`src/rtl/gpio_event_int.sv`:
```
// GPIO change detector: synchronises the pads, snapshots input-pin changes and
// reports each one as a time-tagged frame on the shared slave output bus.
module gpio_event_int #(
  parameter int         WIDTH    = 24,
  parameter logic [7:0] EVT_CHAR = 8'h67
) (
  input  logic             clk,
  input  logic             reset,
  input  logic [WIDTH-1:0] gpio_in,
  input  logic [WIDTH-1:0] gpio_direction,
  input  logic             evt_enable,
  input  logic [7:0]       global_counter,
  output logic             incr_ctr,
  output logic [7:0]       sl_data,
  output logic             sl_arb_request,
  input  logic             sl_arb_grant,
  output logic             sl_data_latch,
  output logic             evt_overrun
);

  localparam int NBYTES = (WIDTH + 7) / 8;
  localparam int NFRAME = NBYTES + 2;
  localparam int IW     = (NFRAME > 1) ? $clog2(NFRAME) : 1;
  localparam int PW     = NBYTES * 8;

  localparam logic [1:0] ST_IDLE = 2'd0;
  localparam logic [1:0] ST_REQ  = 2'd1;
  localparam logic [1:0] ST_SEND = 2'd2;
  localparam logic [1:0] ST_DONE = 2'd3;

  logic [WIDTH-1:0] sync1_reg, gpio_s_reg, gpio_prev_reg;
  logic [1:0]       warm_reg;
  logic             pend_reg, pend_next_reg;
  logic [WIDTH-1:0] snap_reg, snap_next_reg;
  logic [7:0]       tag_reg, tag_next_reg;
  logic [1:0]       state_reg;
  logic [IW-1:0]    idx_reg;
  logic             incr_reg, overrun_reg;

  logic [WIDTH-1:0] change;
  logic             any_change;
  logic             sending;
  logic             last_byte;
  logic [PW-1:0]    snap_pad;
  logic [7:0]       frame_bytes [NFRAME];

  // Changes are only trusted once the synchroniser holds a real pad sample
  // and gpio_prev has been loaded from it (warm_reg saturates at 3).
  assign change     = (gpio_s_reg ^ gpio_prev_reg) & ~gpio_direction & {WIDTH{evt_enable}};
  assign any_change = (|change) && (warm_reg == 2'd3);

  assign sending   = (state_reg == ST_SEND) && sl_arb_grant;
  assign last_byte = (idx_reg == IW'(NFRAME - 1));

  assign snap_pad       = PW'(snap_reg);
  assign frame_bytes[0] = EVT_CHAR;
  assign frame_bytes[1] = tag_reg;
  generate
    for (genvar gi = 0; gi < NBYTES; gi++) begin : g_level_byte
      assign frame_bytes[2 + gi] = snap_pad[(NBYTES - 1 - gi) * 8 +: 8];
    end
  endgenerate

  assign sl_data_latch  = sending;
  assign sl_data        = sending ? frame_bytes[idx_reg] : 8'h00;
  assign sl_arb_request = (state_reg == ST_REQ) || (state_reg == ST_SEND);
  assign incr_ctr       = incr_reg;
  assign evt_overrun    = overrun_reg;

  always_ff @(posedge clk or negedge reset) begin
    if (!reset) begin
      sync1_reg     <= '0;
      gpio_s_reg    <= '0;
      gpio_prev_reg <= '0;
      warm_reg      <= 2'd0;
    end else begin
      sync1_reg     <= gpio_in;
      gpio_s_reg    <= sync1_reg;
      gpio_prev_reg <= gpio_s_reg;
      if (warm_reg != 2'd3) warm_reg <= warm_reg + 2'd1;
    end
  end

  always_ff @(posedge clk or negedge reset) begin
    if (!reset) begin
      pend_reg      <= 1'b0;
      snap_reg      <= '0;
      tag_reg       <= 8'h00;
      pend_next_reg <= 1'b0;
      snap_next_reg <= '0;
      tag_next_reg  <= 8'h00;
      incr_reg      <= 1'b0;
      overrun_reg   <= 1'b0;
    end else begin
      incr_reg <= 1'b0;
      if (sending && last_byte) pend_reg <= 1'b0;
      if (state_reg == ST_DONE && pend_next_reg) begin
        pend_reg      <= 1'b1;
        snap_reg      <= snap_next_reg;
        tag_reg       <= tag_next_reg;
        pend_next_reg <= 1'b0;
      end
      if (any_change) begin
        case (state_reg)
          ST_SEND: begin
            if (!pend_next_reg) begin
              pend_next_reg <= 1'b1;
              snap_next_reg <= gpio_s_reg;
              tag_next_reg  <= global_counter + 8'd1;
              incr_reg      <= 1'b1;
            end else begin
              snap_next_reg <= gpio_s_reg;
              overrun_reg   <= 1'b1;
            end
          end
          ST_DONE: begin
            // The queued event is being promoted this cycle; merge into it.
            if (pend_next_reg) begin
              snap_reg    <= gpio_s_reg;
              overrun_reg <= 1'b1;
            end else begin
              pend_reg <= 1'b1;
              snap_reg <= gpio_s_reg;
              tag_reg  <= global_counter + 8'd1;
              incr_reg <= 1'b1;
            end
          end
          default: begin
            if (!pend_reg) begin
              pend_reg <= 1'b1;
              snap_reg <= gpio_s_reg;
              tag_reg  <= global_counter + 8'd1;
              incr_reg <= 1'b1;
            end else begin
              snap_reg    <= gpio_s_reg;
              overrun_reg <= 1'b1;
            end
          end
        endcase
      end
    end
  end

  always_ff @(posedge clk or negedge reset) begin
    if (!reset) begin
      state_reg <= ST_IDLE;
      idx_reg   <= '0;
    end else begin
      case (state_reg)
        ST_IDLE: if (pend_reg) state_reg <= ST_REQ;
        ST_REQ: begin
          if (sl_arb_grant) begin
            state_reg <= ST_SEND;
            idx_reg   <= '0;
          end
        end
        ST_SEND: begin
          if (sl_arb_grant) begin
            if (last_byte) state_reg <= ST_DONE;
            else           idx_reg   <= idx_reg + IW'(1);
          end
        end
        default: state_reg <= pend_next_reg ? ST_REQ : ST_IDLE;
      endcase
    end
  end

endmodule

```
`config.mk`:
```
export PLATFORM = sky130hd
export DESIGN_NAME = gpio_event_int
export DESIGN_NICKNAME = d
export VERILOG_FILES = /design/src/rtl/gpio_event_int.sv
export SDC_FILE = /design/constraint.sdc
export NUM_CORES = 1
export LEC_CHECK = 0
export CORE_ASPECT_RATIO = 0.8
export CORE_MARGIN = 2
export CORE_UTILIZATION = 28
export DETAILED_ROUTE_END_ITERATION = 8
export GPL_ROUTABILITY_DRIVEN = 0
export PLACE_DENSITY = 0.42
export SLEW_MARGIN = 20
export SYNTH_ARGS = -nofsm -noshare
export SYNTH_HDL_FRONTEND = slang
export SYNTH_SLANG_ARGS = --single-unit
```
`constraint.sdc`:
```
create_clock -name clk -period 3 [get_ports clk]
set_input_delay 0.9 -clock clk [delete_from_list [all_inputs] [get_ports clk]]
set_output_delay 0.9 -clock clk [all_outputs]
set_load 0.01 [all_outputs]
```
* Word-level counts from Yosys, hierarchy flattened
Index checks and enable logic that the tools add are counted.
Storage, ports and cells: output and inout port bits 12, logic and storage cells 90, input bits 60, register bits 147
Cells by class: order comparisons 1, reductions and logical operators 15, mux-type cells 39, bitwise operators 6, add/sub/neg operators 3, eq/ne operators 12
Operator list (count):
- 24-bit two-way mux | 3
- 8-bit two-way mux | 7
- 24-bit bitwise AND | 2
- 8-bit binary-select mux with 3-bit select | 1
- 24-bit inverter | 1
- 24-bit OR reduction | 1
- 24-bit bitwise XOR | 1
- 1-bit two-way mux | 17
- 8-bit case mux with 2 select lines | 1
- 2-bit != test (second input constant) | 6
- 3-bit two-way mux | 3
- 8-bit by 1-bit adder with 8-bit output (second input constant) | 1
- 2-bit two-way mux | 4
- 4-bit AND reduction | 2
- 2-bit == test (second input constant) | 3
- 2-bit case mux with 3 select lines | 1
- 3-bit case mux with 2 select lines | 1
- 3-bit AND reduction | 2
- 4-bit >= comparator (second input constant) | 1
- 1-bit logical AND | 4
- 3-bit inverter with 4-bit output | 1
- 2-bit nonzero test | 2
- 3-bit by 1-bit adder with 3-bit output (second input constant) | 1
- 3-bit == test (second input constant) | 1
- 9 further kinds | 9

* Logic depth before layout (Yosys ltp)
word-level depth 8, gate-level depth with buffers 8, mapped depth without buffers 7

* Worst setup path after synthesis
OpenSTA, ideal clock, no wires.
path type input -> output, from input port sl_arb_grant, to output port sl_data[6], arrival time 1.833 ns, data required time 2.100 ns, stages on the path 4, path slack 0.267 ns, buffers on the path 1, cells stage by stage clkbuf_1 > nand2_1 > a221o_1 > a21oi_1
On the way: longest elaborated chain between the ends 2
RTL lines:
- start, declared | line 16 | input logic sl_arb_grant,
- 1-bit logical AND | line 52 | assign sending = (state_reg == ST_SEND) && sl_arb_grant;
- 8-bit two-way mux | line 65 | assign sl_data = sending ? frame_bytes[idx_reg] : 8'h00;
- end, declared | line 14 | output logic [7:0] sl_data,
Every way passes these cells.

* Worst setup path in the final report
from register idx_reg[1], to output port sl_data[3]
On the way: longest elaborated chain between the ends 5
RTL lines:
- start, declared | line 37 | logic [IW-1:0] idx_reg;
- start signal, assigned | line 160 | else idx_reg <= idx_reg + IW'(1);
- 3-bit inverter with 4-bit output (implied by the code) | line 65
- 8-bit binary-select mux with 3-bit select | line 65
- 8-bit two-way mux (implied by the code) (2 in series) | line 65
- 8-bit two-way mux | line 65
Every way passes these cells. The select of a mux whose other input is x is not followed.

==> impl_metrics.ini <==
[status]
status = finished clean

[floorplanning]
pin_count = 72
die-width_um = 167
start_util = 0.286
coreArea_sq_um = 20800
die-area_sq_um = 22400
rows = 47
die_y_um = 134

[setup_path]
critPathKind = flop to output pin
endpoint_kind = output pin
startpoint = idx_reg[1]
r2r_slack_ns = 0.56
r2r_cells = 7
crit_cells = 8
reg2reg_from = gpio_s_reg[19]
start_kind = flop
cp.required_ns = 2.10
crit_family = buffers and inverters
critPathMaxStageDelay_ns = 0.42
crit_buf_inv = 2
path_max_fanout = 7
path_cells = buf_6 -> mux2i_2 -> nor2_1 -> a21oi_1 -> nor2_1 -> a21oi_1 -> nor2_1 -> dlygate4sd2_1
path_common_cell = nor2_1
critPathSlowestCell = dfrtp_2
cp_data_arrival_time_ns = 1.96

[timing]
rsz0062_at_grt = no
period_share = 0.954
max_slew_margin = 0.582
fin_tns_setup_ns = 0
hold_ws_ns = 0.348
maxClockFrequency_ghz = 0.349
setup_viol = 0
worstMarginPinSlew_ns = 0.627
finClkSkew_ns = 0.0109
slew_viol_final = 0
timing.final.crit_period_ns = 2.86
hold_violations = 0

[finish]
diodes = 0
final_cell_mix = 146 x dfrtp_1, 60 x clkdlybuf4s50_1, 50 x nor2_1, 47 x mux2i_1, 38 x a21oi_1
design_area_sq_um = 7720
syn2layout_area_growth_pct = 30.2
fillers = 2027
final_cells = 836
final_layout_size_suffix_gt1_frac = 0.164
final_common_cell = dfrtp_1
nets = 623

[logic_synthesis]
synth.distinct_cells = 37
synth_top_area_frac = 0.621
synthTopCellsByArea = dfrtp_1 62%, mux2i_1 8.1%, mux2_4 5.1%, xnor2_1 4.1%, a21oi_1 3.3%
netlist_instances = 461
synth_xor_xnor_area_share = 0.0458
synthAdderAreaFrac = 0.0190
yosysWarnings = 0
synth-compound-area-share = 0.0772
netlist_area_sq_um = 5930
synthSimpleGateAreaFrac = 0.0665
ys_ff_latch = 147
postSynthAreaPerCell_sq_um = 12.9
ys_seq_area_frac = 0.621
synth.net_count = 530
muxShareOfSynthArea = 0.145
netlist.top_cell.by_area = dfrtp_1
synth_top_family_by_area = multiplexers

[clocking]
cts_tree = built
clkTransAtPathRegs_ns = 0.06
cts_setup_buffers = 0
worstSkewPairLatency_ns = 0.43
cts-root-buf = clkbuf_16
clock_path_buffers = 2
cts_made_buffers = 17
htreeDepth = 4
cts.sinks = 147
cts.hold.buffers_added = 0

[grt]
grt_pass1_vias = 3984
grt_usage = 0.131
grt_max_degree = 64
antenna_found_initial = 0
grt_pass1_wl_um = 22500
overflow = 0

[drt]
vias = 3701
wl_met1_um = 6990
wl_met2_um = 5860
drt-total-wl_um = 13500
dr.first_iter.drc_count = 193
viasPerCell = 4.43
drc = 0
route.met3.wl_um = 595
top_layer = met4
ant_nets = 0
post_drt_wl_per_cell_um = 16.2
dr.pass1.iters = 4

[pwr]
p_leak_nw = 3.47
peakVddDrop_mv = 0.302
p_total_mw = 7.05
p_per_area_nw_per_um2 = 913

[place]
post_dp_cell_area_sq_um = 7160
port_buffers = 71
place_inst = 804
hpwl_um = 9380

[worst_hold_path]
worstHoldPathType = flop to flop
hold_path_depth = 0
hold_path_startpoint = sync1_reg[16]

[job]
cap_violations = 0
synth_stat cells (all sizes together):
cell type,count
dfrtp,147
nor2,50
mux2i,48
a21oi,39
xnor2,28
mux2,27
o22ai,20
nand2,15
inv,14
clkbuf,11
ha,9
o21ai,9
buf,8
nand3,6
a211oi,4
nor3,4
or4,3
xor2,3
a22o,2
and3,2
nor2b,2
o21bai,2
a21o,1
a221o,1
clkinv,1
nor3b,1
nor4b,1
o31ai,1
or2,1
or3,1
timing repair:
| item | in CTS | in global routing |
|---|---|---|
| hold endpoints to repair | 0 | 0 |
| resized for setup | 17 | 3 |
| setup endpoints to repair | 9 | 5 |
cells by family (layout without fill, tap and decap cells):
kind of cell / Yosys count / after routing
and+or+nand+nor: 86 / 86
xor gates and xnor gates: 31 / 31
DFF: 147 / 147
AOI/OAI and AO/OA: 79 / 79
muxes: 75 / 75
buffers and inverters: 34 / 140
adders and majority gates: 9 / 9
cell type report:
class / count / area, sq um / area share
repair buffers: 93 / 956 / 0.124
clock inverters: 15 / 138 / 0.0178
flip-flops and latches: 147 / 3680 / 0.477
well taps: 269 / 337 / 0.0436
clock buffers: 17 / 425 / 0.0551
inverters: 15 / 56.3 / 0.00729
multi-input cells: 280 / 2130 / 0.276
metal layers:
layer | up-vias | track usage
li1 | 1784 | -
met1 | 1844 | 0.191
met2 | 67 | 0.190
met3 | 6 | 0.0410
met4 | 0 | 0.0316
met5 | - | 0
power by group:
part	total, mW	internal, mW	switching, mW
logic	2.10	1.11	0.989
registers	2.92	2.52	0.394
clock network	2.02	1.10	0.929
final timing paths:
| path | to |
|---|---|
| worst min register to register | gpio_s_reg[16] |
| max in group asynchronous | snap_pad[5] |
| min in group asynchronous | idx_reg[2] |
| worst min-delay path | gpio_s_reg[16] |
| worst max register to register | tag_reg[5] |
| worst max-delay path | sl_data[3] |
metrics by stage:
stage | setup WS [ns] | util
6_report | 0.137 | 0.372
2_1_floorplan | 0.267 | -
4_1_cts | 0.00933 | 0.371
3_3_place_gp | -0.475 | 0.345
3_5_place_dp | -0.493 | 0.345
5_1_grt | 0.0192 | 0.372
(Power assumes the default switching activity.)
